**src/rtl/mem_arbiter_if.sv**
```systemverilog
// Per-master memory bus: request, write data and lock from the master;
// waitrequest and read return from the arbiter.
interface mem_arbiter_if #(
  parameter int unsigned ADDR_W = 16,
  parameter int unsigned DATA_W = 16
);
  logic [ADDR_W-1:0] addr;
  logic              rd;
  logic              wr;
  logic [DATA_W-1:0] wrdata;
  logic              lock;
  logic              waitrequest;
  logic [DATA_W-1:0] rddata;
  logic              rddatavalid;

  modport master (
    output addr, rd, wr, wrdata, lock,
    input  waitrequest, rddata, rddatavalid
  );

  modport slave (
    input  addr, rd, wr, wrdata, lock,
    output waitrequest, rddata, rddatavalid
  );
endinterface

```
**src/rtl/mem_arbiter.sv**
```systemverilog
// Two-master arbiter for the single-port data memory with optional ownership lock.
// Define MEM_ARB_ROUND_ROBIN_EN for round-robin ties; default is fixed priority to master 0.
module mem_arbiter #(
  parameter int unsigned ADDR_W = 16,
  parameter int unsigned DATA_W = 16
) (
  input  logic              clk,
  input  logic              reset,
  mem_arbiter_if.slave      m0,
  mem_arbiter_if.slave      m1,
  output logic [ADDR_W-1:0] o_mem_addr,
  output logic              o_mem_rd,
  output logic              o_mem_wr,
  output logic [DATA_W-1:0] o_mem_wrdata,
  input  logic [DATA_W-1:0] i_mem_rddata
);

`ifdef MEM_ARB_ROUND_ROBIN_EN
  localparam bit RR_EN = 1'b1;
`else
  localparam bit RR_EN = 1'b0;
`endif

  typedef enum logic [1:0] {
    LOCK_NONE = 2'd0,
    LOCK_M0   = 2'd1,
    LOCK_M1   = 2'd2
  } lock_e;

  lock_e lock_q;
  logic  last_grant_q;
  logic  rd_pending_q;
  logic  rd_owner_q;

  logic  req0, req1;
  logic  grant0, grant1;
  logic  tie_to_m1;
  logic  acc_rd;

  always_comb begin
    req0      = m0.rd | m0.wr;
    req1      = m1.rd | m1.wr;
    tie_to_m1 = RR_EN & ~last_grant_q;
    grant0    = 1'b0;
    grant1    = 1'b0;
    // No grant while in reset, so waitrequest simply mirrors the request.
    if (reset) begin
      unique case (lock_q)
        LOCK_M0: grant0 = req0;
        LOCK_M1: grant1 = req1;
        default: begin
          if (req0 && req1) begin
            grant1 = tie_to_m1;
            grant0 = ~tie_to_m1;
          end else begin
            grant0 = req0;
            grant1 = req1;
          end
        end
      endcase
    end
  end

  always_comb begin
    o_mem_addr   = '0;
    o_mem_rd     = 1'b0;
    o_mem_wr     = 1'b0;
    o_mem_wrdata = '0;
    if (grant0) begin
      o_mem_addr   = m0.addr;
      o_mem_wr     = m0.wr;
      o_mem_rd     = m0.rd & ~m0.wr;
      o_mem_wrdata = m0.wrdata;
    end else if (grant1) begin
      o_mem_addr   = m1.addr;
      o_mem_wr     = m1.wr;
      o_mem_rd     = m1.rd & ~m1.wr;
      o_mem_wrdata = m1.wrdata;
    end
  end

  always_comb begin
    acc_rd         = (grant0 & m0.rd & ~m0.wr) | (grant1 & m1.rd & ~m1.wr);
    m0.waitrequest = req0 & ~grant0;
    m1.waitrequest = req1 & ~grant1;
    m0.rddata      = i_mem_rddata;
    m1.rddata      = i_mem_rddata;
    m0.rddatavalid = rd_pending_q & ~rd_owner_q;
    m1.rddatavalid = rd_pending_q &  rd_owner_q;
  end

  always_ff @(posedge clk or negedge reset) begin
    if (!reset) begin
      rd_pending_q <= 1'b0;
      rd_owner_q   <= 1'b0;
      last_grant_q <= 1'b1;
      lock_q       <= LOCK_NONE;
    end else begin
      rd_pending_q <= acc_rd;
      if (acc_rd) begin
        rd_owner_q <= grant1;
      end
      if (grant0 || grant1) begin
        last_grant_q <= grant1;
      end
      // Acquiring takes precedence; release is checked on the lock input alone.
      if (grant0 && m0.lock) begin
        lock_q <= LOCK_M0;
      end else if (grant1 && m1.lock) begin
        lock_q <= LOCK_M1;
      end else if (lock_q == LOCK_M0 && !m0.lock) begin
        lock_q <= LOCK_NONE;
      end else if (lock_q == LOCK_M1 && !m1.lock) begin
        lock_q <= LOCK_NONE;
      end
    end
  end

endmodule
```
**src/flat_wrapper.sv**
```systemverilog
// flat-port wrapper written by rule: the top's interface ports become plain ports
module mem_arbiter_flat 
#(
  parameter int unsigned ADDR_W = 16,
  parameter int unsigned DATA_W = 16
)
  (clk, reset, o_mem_addr, o_mem_rd, o_mem_wr, o_mem_wrdata, i_mem_rddata, m0_addr, m0_rd, m0_wr, m0_wrdata, m0_lock, m0_waitrequest, m0_rddata, m0_rddatavalid, m1_addr, m1_rd, m1_wr, m1_wrdata, m1_lock, m1_waitrequest, m1_rddata, m1_rddatavalid);
  mem_arbiter_if #(.ADDR_W(ADDR_W), .DATA_W(DATA_W)) m0_i ();
  mem_arbiter_if #(.ADDR_W(ADDR_W), .DATA_W(DATA_W)) m1_i ();
  input  logic clk;
  input  logic reset;
  output logic [ADDR_W-1:0] o_mem_addr;
  output logic o_mem_rd;
  output logic o_mem_wr;
  output logic [DATA_W-1:0] o_mem_wrdata;
  input  logic [DATA_W-1:0] i_mem_rddata;
  input wire logic [$bits(m0_i.addr)-1:0] m0_addr;
  input wire logic [$bits(m0_i.rd)-1:0] m0_rd;
  input wire logic [$bits(m0_i.wr)-1:0] m0_wr;
  input wire logic [$bits(m0_i.wrdata)-1:0] m0_wrdata;
  input wire logic [$bits(m0_i.lock)-1:0] m0_lock;
  output wire logic [$bits(m0_i.waitrequest)-1:0] m0_waitrequest;
  output wire logic [$bits(m0_i.rddata)-1:0] m0_rddata;
  output wire logic [$bits(m0_i.rddatavalid)-1:0] m0_rddatavalid;
  input wire logic [$bits(m1_i.addr)-1:0] m1_addr;
  input wire logic [$bits(m1_i.rd)-1:0] m1_rd;
  input wire logic [$bits(m1_i.wr)-1:0] m1_wr;
  input wire logic [$bits(m1_i.wrdata)-1:0] m1_wrdata;
  input wire logic [$bits(m1_i.lock)-1:0] m1_lock;
  output wire logic [$bits(m1_i.waitrequest)-1:0] m1_waitrequest;
  output wire logic [$bits(m1_i.rddata)-1:0] m1_rddata;
  output wire logic [$bits(m1_i.rddatavalid)-1:0] m1_rddatavalid;
  assign m0_i.addr = m0_addr;
  assign m0_i.rd = m0_rd;
  assign m0_i.wr = m0_wr;
  assign m0_i.wrdata = m0_wrdata;
  assign m0_i.lock = m0_lock;
  assign m0_waitrequest = m0_i.waitrequest;
  assign m0_rddata = m0_i.rddata;
  assign m0_rddatavalid = m0_i.rddatavalid;
  assign m1_i.addr = m1_addr;
  assign m1_i.rd = m1_rd;
  assign m1_i.wr = m1_wr;
  assign m1_i.wrdata = m1_wrdata;
  assign m1_i.lock = m1_lock;
  assign m1_waitrequest = m1_i.waitrequest;
  assign m1_rddata = m1_i.rddata;
  assign m1_rddatavalid = m1_i.rddatavalid;
  mem_arbiter #(.ADDR_W(ADDR_W), .DATA_W(DATA_W)) u_core (.clk(clk), .reset(reset), .m0(m0_i), .m1(m1_i), .o_mem_addr(o_mem_addr), .o_mem_rd(o_mem_rd), .o_mem_wr(o_mem_wr), .o_mem_wrdata(o_mem_wrdata), .i_mem_rddata(i_mem_rddata));
endmodule
```
**config.mk**
```make
export PLATFORM = sky130hd
export DESIGN_NAME = mem_arbiter_flat
export DESIGN_NICKNAME = d
export VERILOG_FILES = /design/src/rtl/mem_arbiter_if.sv /design/src/rtl/mem_arbiter.sv /design/src/flat_wrapper.sv
export SDC_FILE = /design/constraint.sdc
export NUM_CORES = 1
export LEC_CHECK = 0
export BUFFER_PORTS_ARGS = -buffer_cell sky130_fd_sc_hd__buf_2
export CORE_AREA = 5 5 65 67
export DETAILED_ROUTE_END_ITERATION = 16
export DIE_AREA = 0 0 70 72
export HOLD_SLACK_MARGIN = 0.06
export PLACE_DENSITY = 0.81
export SKIP_CTS_REPAIR_TIMING = 1
export SLEW_MARGIN = 25
export SYNTH_ARGS = -nofsm -noshare
export SYNTH_HDL_FRONTEND = slang
export SYNTH_SLANG_ARGS = --single-unit
```
**constraint.sdc**
```tcl
create_clock -name clk -period 2.3 [get_ports clk]
set_input_delay 0.46 -clock clk [delete_from_list [all_inputs] [get_ports clk]]
set_output_delay 0.46 -clock clk [all_outputs]
set_load 0.05 [all_outputs]
```
After elaboration in Yosys (flattened, before gate mapping)
Cells that the tools add are included.
{"block": "word_totals", "input_bits": 88, "ff_bits": 4, "output_inout_bits": 70}
{"block": "classes", "bitwise_logic": 18, "n_reduce_logical": 8, "n_eq_ne": 2, "mux": 18}
{"operator": "16-bit two-way mux", "n": 4}
{"operator": "1-bit bitwise AND", "n": 10}
{"operator": "1-bit two-way mux", "n": 8}
{"operator": "2-bit two-way mux", "n": 4}
{"operator": "1-bit logical AND", "n": 5}
{"operator": "1-bit inverter", "n": 5}
{"operator": "1-bit case mux with 2 select lines", "n": 2}
{"operator": "4-bit nonzero test", "n": 1}
{"operator": "1-bit OR", "n": 3}
{"operator": "2-bit by 1-bit == test with 1-bit output (second input constant)", "n": 1}
{"operator": "2-bit == test (second input constant)", "n": 1}
{"operator": "1-bit zero test", "n": 2}

Depth between registers and ports, before layout
Gate-level depths: netlist (run 1).
{"block": "depth", "word_depth": 8, "mapped_depth": 6}

Least setup slack after synthesis (run 1)
Ideal clock, no wire load.
{"block": "synth_timing", "path_type": "register to output", "start": "register u_core.lock_q[0]", "end": "output port o_mem_addr[0]", "n_path_buf": 1, "required_time_ns": 1.840, "t_arrival_ns": 2.084, "path_slack_ns": -0.244, "path_stages_with_launch": 7, "cell_sequence": "dfrtp_1 inv_1 ha_1 nor3b_2 o221ai_2 buf_2 o2bb2ai_1"}
{"block": "synth_via", "elab_chain_cells": 5, "word_cells_on_any_way": 8}
{"item": "from (decl)", "line": "mem_arbiter.sv:30", "rtl": "lock_e lock_q;"}
{"item": "from (signal assigned)", "line": "mem_arbiter.sv:97", "rtl": "lock_q <= LOCK_NONE;"}
{"item": "from (signal assigned)", "line": "mem_arbiter.sv:108", "rtl": "lock_q <= LOCK_M0;"}
{"item": "from (signal assigned)", "line": "mem_arbiter.sv:110", "rtl": "lock_q <= LOCK_M1;"}
{"item": "2-bit == test / 2-bit by 1-bit == test with 1-bit output (equally long branches)", "line": "mem_arbiter.sv:48", "rtl": "unique case (lock_q)"}
{"item": "1-bit case mux with 2 select lines", "line": "mem_arbiter.sv:48"}
{"item": "1-bit two-way mux", "line": "mem_arbiter.sv:47", "rtl": "if (reset) begin"}
{"item": "16-bit two-way mux", "line": "mem_arbiter.sv:74", "rtl": "end else if (grant1) begin"}
{"item": "16-bit two-way mux (*)", "line": "mem_arbiter.sv:69", "rtl": "if (grant0) begin"}
{"item": "to (decl)", "line": "flat_wrapper.sv:12", "rtl": "output logic [ADDR_W-1:0] o_mem_addr;"}
Every way passes the cells marked *; elsewhere a longest branch is shown, timed or not.

Worst setup path after layout (run 1)
{"block": "layout_timing", "start": "register u_core.lock_q[0]", "end": "output port o_mem_addr[6]"}
The elaborated chain is that of the path after synthesis.

==> impl_metrics.tcl, run 1 <==
set metrics [dict create \
    status "finished, violations left" \
    violations "setup timing" \
    cp_top_family "buffers and inverters" \
    antenna_found_initial 0 \
    cp_max_fo 18 \
    gr-usage-met2_pct 26.2 \
    whs_ns 0.0562 \
    fmax_mhz 418 \
    synthTopCellsByCount "nand2_1, buf_4, o2bb2ai_1" \
    clock_skew_ns 0.0132 \
    finalNonFillerCells 271 \
    io_pins 158 \
    grt.busiest_layer "met2" \
    syn_area_mm2 0.00104 \
    drive_above_1_share_pct 61.4 \
    htree_levels 1 \
    grt_use_met3_pct 3.74 \
    worst-setup-path-type "flop to output pin" \
    layout_min_cycle_time_ns 2.39 \
    row_count 22 \
    report.final.slew_viol_count 0 \
    r2r_setup_slack_ns 0.64 \
    insertion_delay_ns 0.25 \
    cts-buffers-inserted 3 \
    placedInstanceArea_mm2 0.00143 \
    drtPass1Iterations 4 \
    cts_root_buf "clkbuf_4" \
    portBuffers 109 \
    yosys_warnings 0 \
    drv_cap 0 \
    drc 0 \
    syn_area_per_cell_um2 7.18 \
    drt_wl_total_mm 3.88 \
    gp_congestion 0.782 \
    nFillCells 370 \
    synth_top_area_cell "o2bb2ai_1" \
    drtIter0Drc 29 \
    critPathArrivalTime_ns 1.93 \
    ys_types 25 \
    dp_cells 268 \
    n_antenna_cell 0 \
    die_w_um 70 \
    fp.coreArea_mm2 0.00358 \
    timing.critical_path.from "u_core.lock_q[0]$_DFFE_PN0P_" \
    p_leak_uw 0.000872 \
    fin_crit_sh_pct 104 \
    switching_share_pct 59.6 \
    cts_tree "done" \
    clock_power_share_pct 5.9 \
    use_met1_pct 13.9 \
    p_sw_uw 967 \
    synth_nets 235 \
    crit_chain "inv_2 > ha_4 > nor3b_4 > o221ai_2 > buf_6 > o2bb2ai_1 > buf_4" \
    setup_viol 34 \
    post_drt_via_cell_ratio 5.00 \
    clk_pin_slew_worst_paths_ns 0.05 \
    synth_most_common_cell "nand2_1" \
    hp-class "input pin to asynchronous set/reset pin" \
    maxSlewHeadroom_pct 77.1 \
    clock_path_buffers 2 \
    power_frac_comb_pct 87.0 \
    synthTopCellsByArea "o2bb2ai_1, buf_4, nand2_1, dfrtp_1, buf_2" \
    worst_slew_pin_slew_ns 0.340 \
    required_ns 1.84 \
    p_per_area_mw_per_mm2 978 \
    rr_endpoint "u_core.lock_q[0]$_DFFE_PN0P_" \
    overflow 0 \
    startpoint_type "flop" \
    p_int_uw 654 \
    cp_slowest_cell "dfrtp_1" \
    seqPwrFrac_pct 7.1 \
    synth_top_area_share_pct 26.9 \
    clock-sinks 4 \
    synth-edff-count 0 \
    rsz0062_at_grt "true" \
    async_reset_ff_share_pct 100 \
    synthCells 145 \
    grt_pass1_wl_mm 5.83 \
    start_util_pct 29.1 \
    dpl.hpwl_mm 3.03 \
    rr_worst_depth 6 \
    grt_max_degree 21 \
    final_area_mm2 0.00166 \
    crit_end "o_mem_addr[6]" \
    yosysSeqAreaShare_pct 9.62 \
    chipHeight_um 72 \
    ys.flop_type "dfrtp_1" \
    grt_pass1_vias 1351 \
    place_ws_ns -0.0554 \
    final_util_pct 46.3 \
    slowest_delay_ns 0.39 \
    ant_nets 0 \
    die-area_mm2 0.00504 \
    worstSetupEndpointType "output pin" \
    setup_slack_ns -0.0923 \
    grtUsageTotal_pct 13.7 \
    ir_drop_mv 0.558 \
    yosys_register_bits 4 \
    cp.depth 7 \
    wl_per_cell_um 14.3 \
    hold_viol_final 0 \
    layout.nets 315 \
    syn2layout_area_growth_pct 59.3 \
    critical_path_buf_inv_count 3 \
    num_vias 1355 \
    r2r-start "u_core.lock_q[1]$_DFFE_PN0P_" \
]
[stage by stage]
step | power, uW | TNS, ns
3_5_place_dp | 1330 | -0.642
4_1_cts | 1430 | -9.44
6_report | 1620 | -1.78
5_1_grt | 1710 | -5.28
2_1_floorplan | 1180 | -7.48
3_3_place_gp | 1310 | 0
[per-layer routing]
layer	wire length [um]	up-vias
met1	1300	584
met4	116	0
li1	-	650
met3	499	24
met5	0	-
met2	1960	97
[final cells by class]
| cell class | count | area, um^2 | share of cell area [%] |
|---|---|---|---|
| inverters | 6 | 22.5 | 1.36 |
| repair buffers | 116 | 738 | 44.5 |
| multi-input cells | 94 | 714 | 43.1 |
| flip-flops and latches | 4 | 100 | 6.04 |
| well taps | 48 | 60.1 | 3.62 |
| clock buffers | 3 | 22.5 | 1.36 |
[worst min-delay path by stage]
| stage | end | slack, ns | depth (start not counted) |
|---|---|---|---|
| after floorplan | u_core.lock_q[0]$_DFFE_PN0P_ | 0.16 | 0 |
| after global placement | u_core.rd_pending_q$_DFF_PN0_ | 0.32 | 1 |
| after detailed placement | u_core.rd_pending_q$_DFF_PN0_ | 0.32 | 1 |
| after CTS | u_core.lock_q[0]$_DFFE_PN0P_ | 0.06 | 1 |
| after global routing | u_core.lock_q[0]$_DFFE_PN0P_ | 0.08 | 1 |
| final | u_core.lock_q[0]$_DFFE_PN0P_ | 0.06 | 1 |
[power by group through the flow]
stage / Clock [uW] / Combinational (uW) / Sequential [uW]
after CTS: 91.7 / 1220 / 112
final: 95.0 / 1410 / 116
after global placement: 0 / 1200 / 110
after global routing: 98.5 / 1490 / 117
after floorplan: 0 / 1070 / 108
after detailed placement: 0 / 1220 / 113
[cells in the final DEF (no fill, tap or decap), types with 2 or more instances in the layout]
| master | instances |
|---|---|
| dfrtp_1 | 4 |
| o2bb2ai_1 | 25 |
| o21a_1 | 2 |
| buf_2 | 74 |
| a22o_1 | 2 |
| nor2_1 | 2 |
| o21ai_0 | 2 |
| buf_4 | 29 |
| clkbuf_4 | 3 |
| buf_6 | 12 |
| o2bb2ai_2 | 7 |
| nand2_1 | 35 |
| o221ai_2 | 2 |
| inv_1 | 5 |
[cell families after synthesis]
family | Yosys count | share of synthesized area, %
buffers and inverters | 47 | 29.6
AND/OR/NAND/NOR | 43 | 17.7
adder cells (fa/ha/maj) | 2 | 2.40
flip-flops | 4 | 9.62
AO/OA/AOI/OAI | 49 | 40.7
[sequential cells by signal (all words and copies together), names as in the netlist]
| register | count |
|---|---|
| u_core.lock_q | 2 |
| u_core.rd_pending_q | 1 |
| u_core.rd_owner_q | 1 |
Note: power is estimated with default switching activity, not from simulation.
==> inputs of run 2 (changes only) <==
--- a/config.mk
+++ b/config.mk
@@ -5,12 +5,13 @@
 export SDC_FILE = /design/constraint.sdc
 export NUM_CORES = 1
 export LEC_CHECK = 0
+export ABC_AREA = 1
 export BUFFER_PORTS_ARGS = -buffer_cell sky130_fd_sc_hd__buf_2
-export CORE_AREA = 5 5 65 67
+export CORE_AREA = 5 5 67 69
 export DETAILED_ROUTE_END_ITERATION = 16
-export DIE_AREA = 0 0 70 72
+export DIE_AREA = 0 0 72 74
 export HOLD_SLACK_MARGIN = 0.06
-export PLACE_DENSITY = 0.81
+export PLACE_DENSITY = 0.8
 export SKIP_CTS_REPAIR_TIMING = 1
 export SLEW_MARGIN = 25
 export SYNTH_ARGS = -nofsm -noshare
==> run 2 against run 1 <==
- the run still ends with setup timing left
- area after synthesis grew 10%
- clock power rose by 53%
- combinational power rose by 77%
- power is 71% higher
- flip-flop and latch count is the same
- setup slack improved by 0.092 ns
- first-iteration DRC count shrank 17%
- critical endpoint is now o_mem_wrdata[0]
- highest routed layer unchanged
==> impl_metrics.tcl, run 2 <==
set metrics [dict create \
    p_leak_uw 0.00113 \
    fin_crit_sh_pct 100 \
    chipHeight_um 74 \
    post_drt_via_cell_ratio 4.56 \
    syn_area_per_cell_um2 5.97 \
    final_area_mm2 0.00208 \
    htree_levels 1 \
    critPathArrivalTime_ns 1.84 \
    ys_types 22 \
    rsz0062_at_grt "true" \
    portBuffers 109 \
    grt_pass1_vias 1318 \
    dpl.hpwl_mm 3.05 \
    whs_ns 0.0800 \
    ys.flop_type "dfrtp_1" \
    syn_area_mm2 0.00115 \
    antenna_found_initial 0 \
    place_ws_ns 0.134 \
    die_w_um 72 \
    grtUsageTotal_pct 11.9 \
    clock_path_buffers 2 \
    gp_congestion 0.817 \
    cts_root_buf "clkbuf_8" \
    maxSlewHeadroom_pct 83.0 \
    power_frac_comb_pct 90.2 \
    p_per_area_mw_per_mm2 1330 \
    worst-setup-path-type "flop to output pin" \
    hp-class "input pin to asynchronous set/reset pin" \
    synthTopCellsByCount "nand2_1, buf_4, nand3_1" \
    layout_min_cycle_time_ns 2.30 \
    overflow 0 \
    violations "setup timing" \
    status "finished, violations left" \
    worstSetupEndpointType "output pin" \
    cts_tree "done" \
    largest_register "u_core.lock_q" \
    yosys_register_bits 4 \
    p_sw_uw 1610 \
    placedInstanceArea_mm2 0.00151 \
    clock_skew_ns 0.00505 \
    ant_nets 0 \
    fmax_mhz 435 \
    layout_commonest_cell "buf_2" \
    drv_cap 0 \
    grt_max_degree 19 \
    nFillCells 359 \
    drc 0 \
    row_count 23 \
    layout.nets 366 \
    startpoint_type "flop" \
    top_regs "u_core.lock_q x2, u_core.rd_owner_q x1, u_core.rd_pending_q x1" \
    clock_power_share_pct 5.2 \
    drtPass1Iterations 4 \
    multiInputGateArea_um2 833 \
    start_util_pct 29.7 \
    synthCells 192 \
    synth_nets 282 \
    async_reset_ff_share_pct 100 \
    synthTopCellsByArea "nand2_1, buf_4, nand3_1, dfrtp_1, nand3_2" \
    synth_most_common_cell "nand2_1" \
    fp.coreArea_mm2 0.00386 \
    n_antenna_cell 0 \
    cp_max_fo 8 \
    seqPwrFrac_pct 4.5 \
    r2r-start "u_core.lock_q[1]$_DFFE_PN0P_" \
    p_int_uw 1160 \
    timing.critical_path.from "u_core.lock_q[1]$_DFFE_PN0P_" \
    ir_drop_mv 0.683 \
    p_total_uw 2770 \
    seq_area_um2 100 \
    syn2layout_area_growth_pct 81.6 \
    hold_viol_final 0 \
    drtIter0Drc 24 \
    drive_above_1_share_pct 64.2 \
    drt_wl_total_mm 4.28 \
    insertion_delay_ns 0.22 \
    io_pins 158 \
    switching_share_pct 58.3 \
    grt_pass1_wl_mm 5.26 \
    synth_top_area_share_pct 24.2 \
    synth-edff-count 0 \
    required_ns 1.84 \
    yosys_warnings 0 \
    setup_viol 2 \
    die-area_mm2 0.00533 \
    report.final.slew_viol_count 0 \
    synth_top_area_cell "nand2_1" \
    clk_pin_slew_worst_paths_ns 0.03 \
    mostFrequentLayoutCells "buf_2, nand2_1, buf_6" \
    yosysSeqAreaShare_pct 8.73 \
    wl_per_cell_um 13.2 \
    clock-sinks 4 \
    worst_slew_pin_slew_ns 0.256 \
    setup_slack_ns -0.000372 \
    largest_reg_flops 2 \
    num_vias 1477 \
    final_util_pct 54.0 \
    cts-buffers-inserted 3 \
]
-- run 2: cell types whose count changed in the layout (fill, tap and decap cells not counted), sizes merged, moves of 3 or more --
cell / before / now
inv: 6 / 15
o2bb2ai: 32 / 0
clkbuf: 3 / 6
o221ai: 3 / 0
o21ai: 2 / 5
nand2: 35 / 75
nand3: 0 / 34
nor2: 3 / 11
-- run 2: critical path, stage by stage, from the launching register on --
cell	delay [ns]
dfrtp_1	0.41
ha_4	0.32
inv_2	0.05
nand2_4	0.07
nand2_4	0.06
nor2_8	0.22
clkbuf_16	0.21
nand3_2	0.07
nand2_2	0.08
buf_8	0.14
-- run 2: power by group through the flow --
stage / registers (uW) / logic [uW] / clock network [uW]
6_report: 125 / 2500 / 145
5_1_grt: 130 / 2640 / 156
4_1_cts: 120 / 1810 / 147
3_5_place_dp: 120 / 1810 / 0
3_3_place_gp: 117 / 1790 / 0
2_1_floorplan: 114 / 1570 / 0
-- run 2: through the flow --
stage / TNS, ns / instances
after global routing: -1.85 / 324
final: -0.000421 / 324
after CTS: -2.73 / 319
after global placement: 0 / 316
after floorplan: 0 / 192
after detailed placement: 0 / 316
-- run 2: worst paths after layout --
path / cells past startpoint / slack, ns / to
worst max-delay path: 9 / -0.0004 / o_mem_wrdata[0]
worst min-delay path: 1 / 0.08 / u_core.rd_pending_q$_DFF_PN0_
worst max register to register: 8 / 0.73 / u_core.rd_owner_q$_DFFE_PN0P_
worst min register to register: 2 / 0.53 / u_core.rd_owner_q$_DFFE_PN0P_
max in group asynchronous: 1 / 2.05 / u_core.lock_q[1]$_DFFE_PN0P_
min in group clk: 3 / 0.51 / u_core.lock_q[0]$_DFFE_PN0P_
-- run 2: layer usage --
layer	share of wire, %	up-vias	global-route usage (%)
met3	12	24	3.65
met5	0	-	0
met2	51	81	21.6
li1	-	740	-
met1	33	632	12.7
met4	4.3	0	5.64
-- run 2: kinds of logic after synthesis --
kind of cell | after synthesis | synth area share, %
compound gates | 7 | 3.93
fa+ha+maj | 2 | 2.18
flops | 4 | 8.73
simple gates | 123 | 51.7
buf+inv | 56 | 33.4
-- run 2: area by class of cell --
| type | count | share of cell area [%] |
|---|---|---|
| clock buffers | 3 | 1.98 |
| inverters | 15 | 2.71 |
| multi-input cells | 132 | 40.0 |
| flip-flops and latches | 4 | 4.81 |
| well taps | 50 | 3.01 |
| repair buffers | 120 | 47.4 |
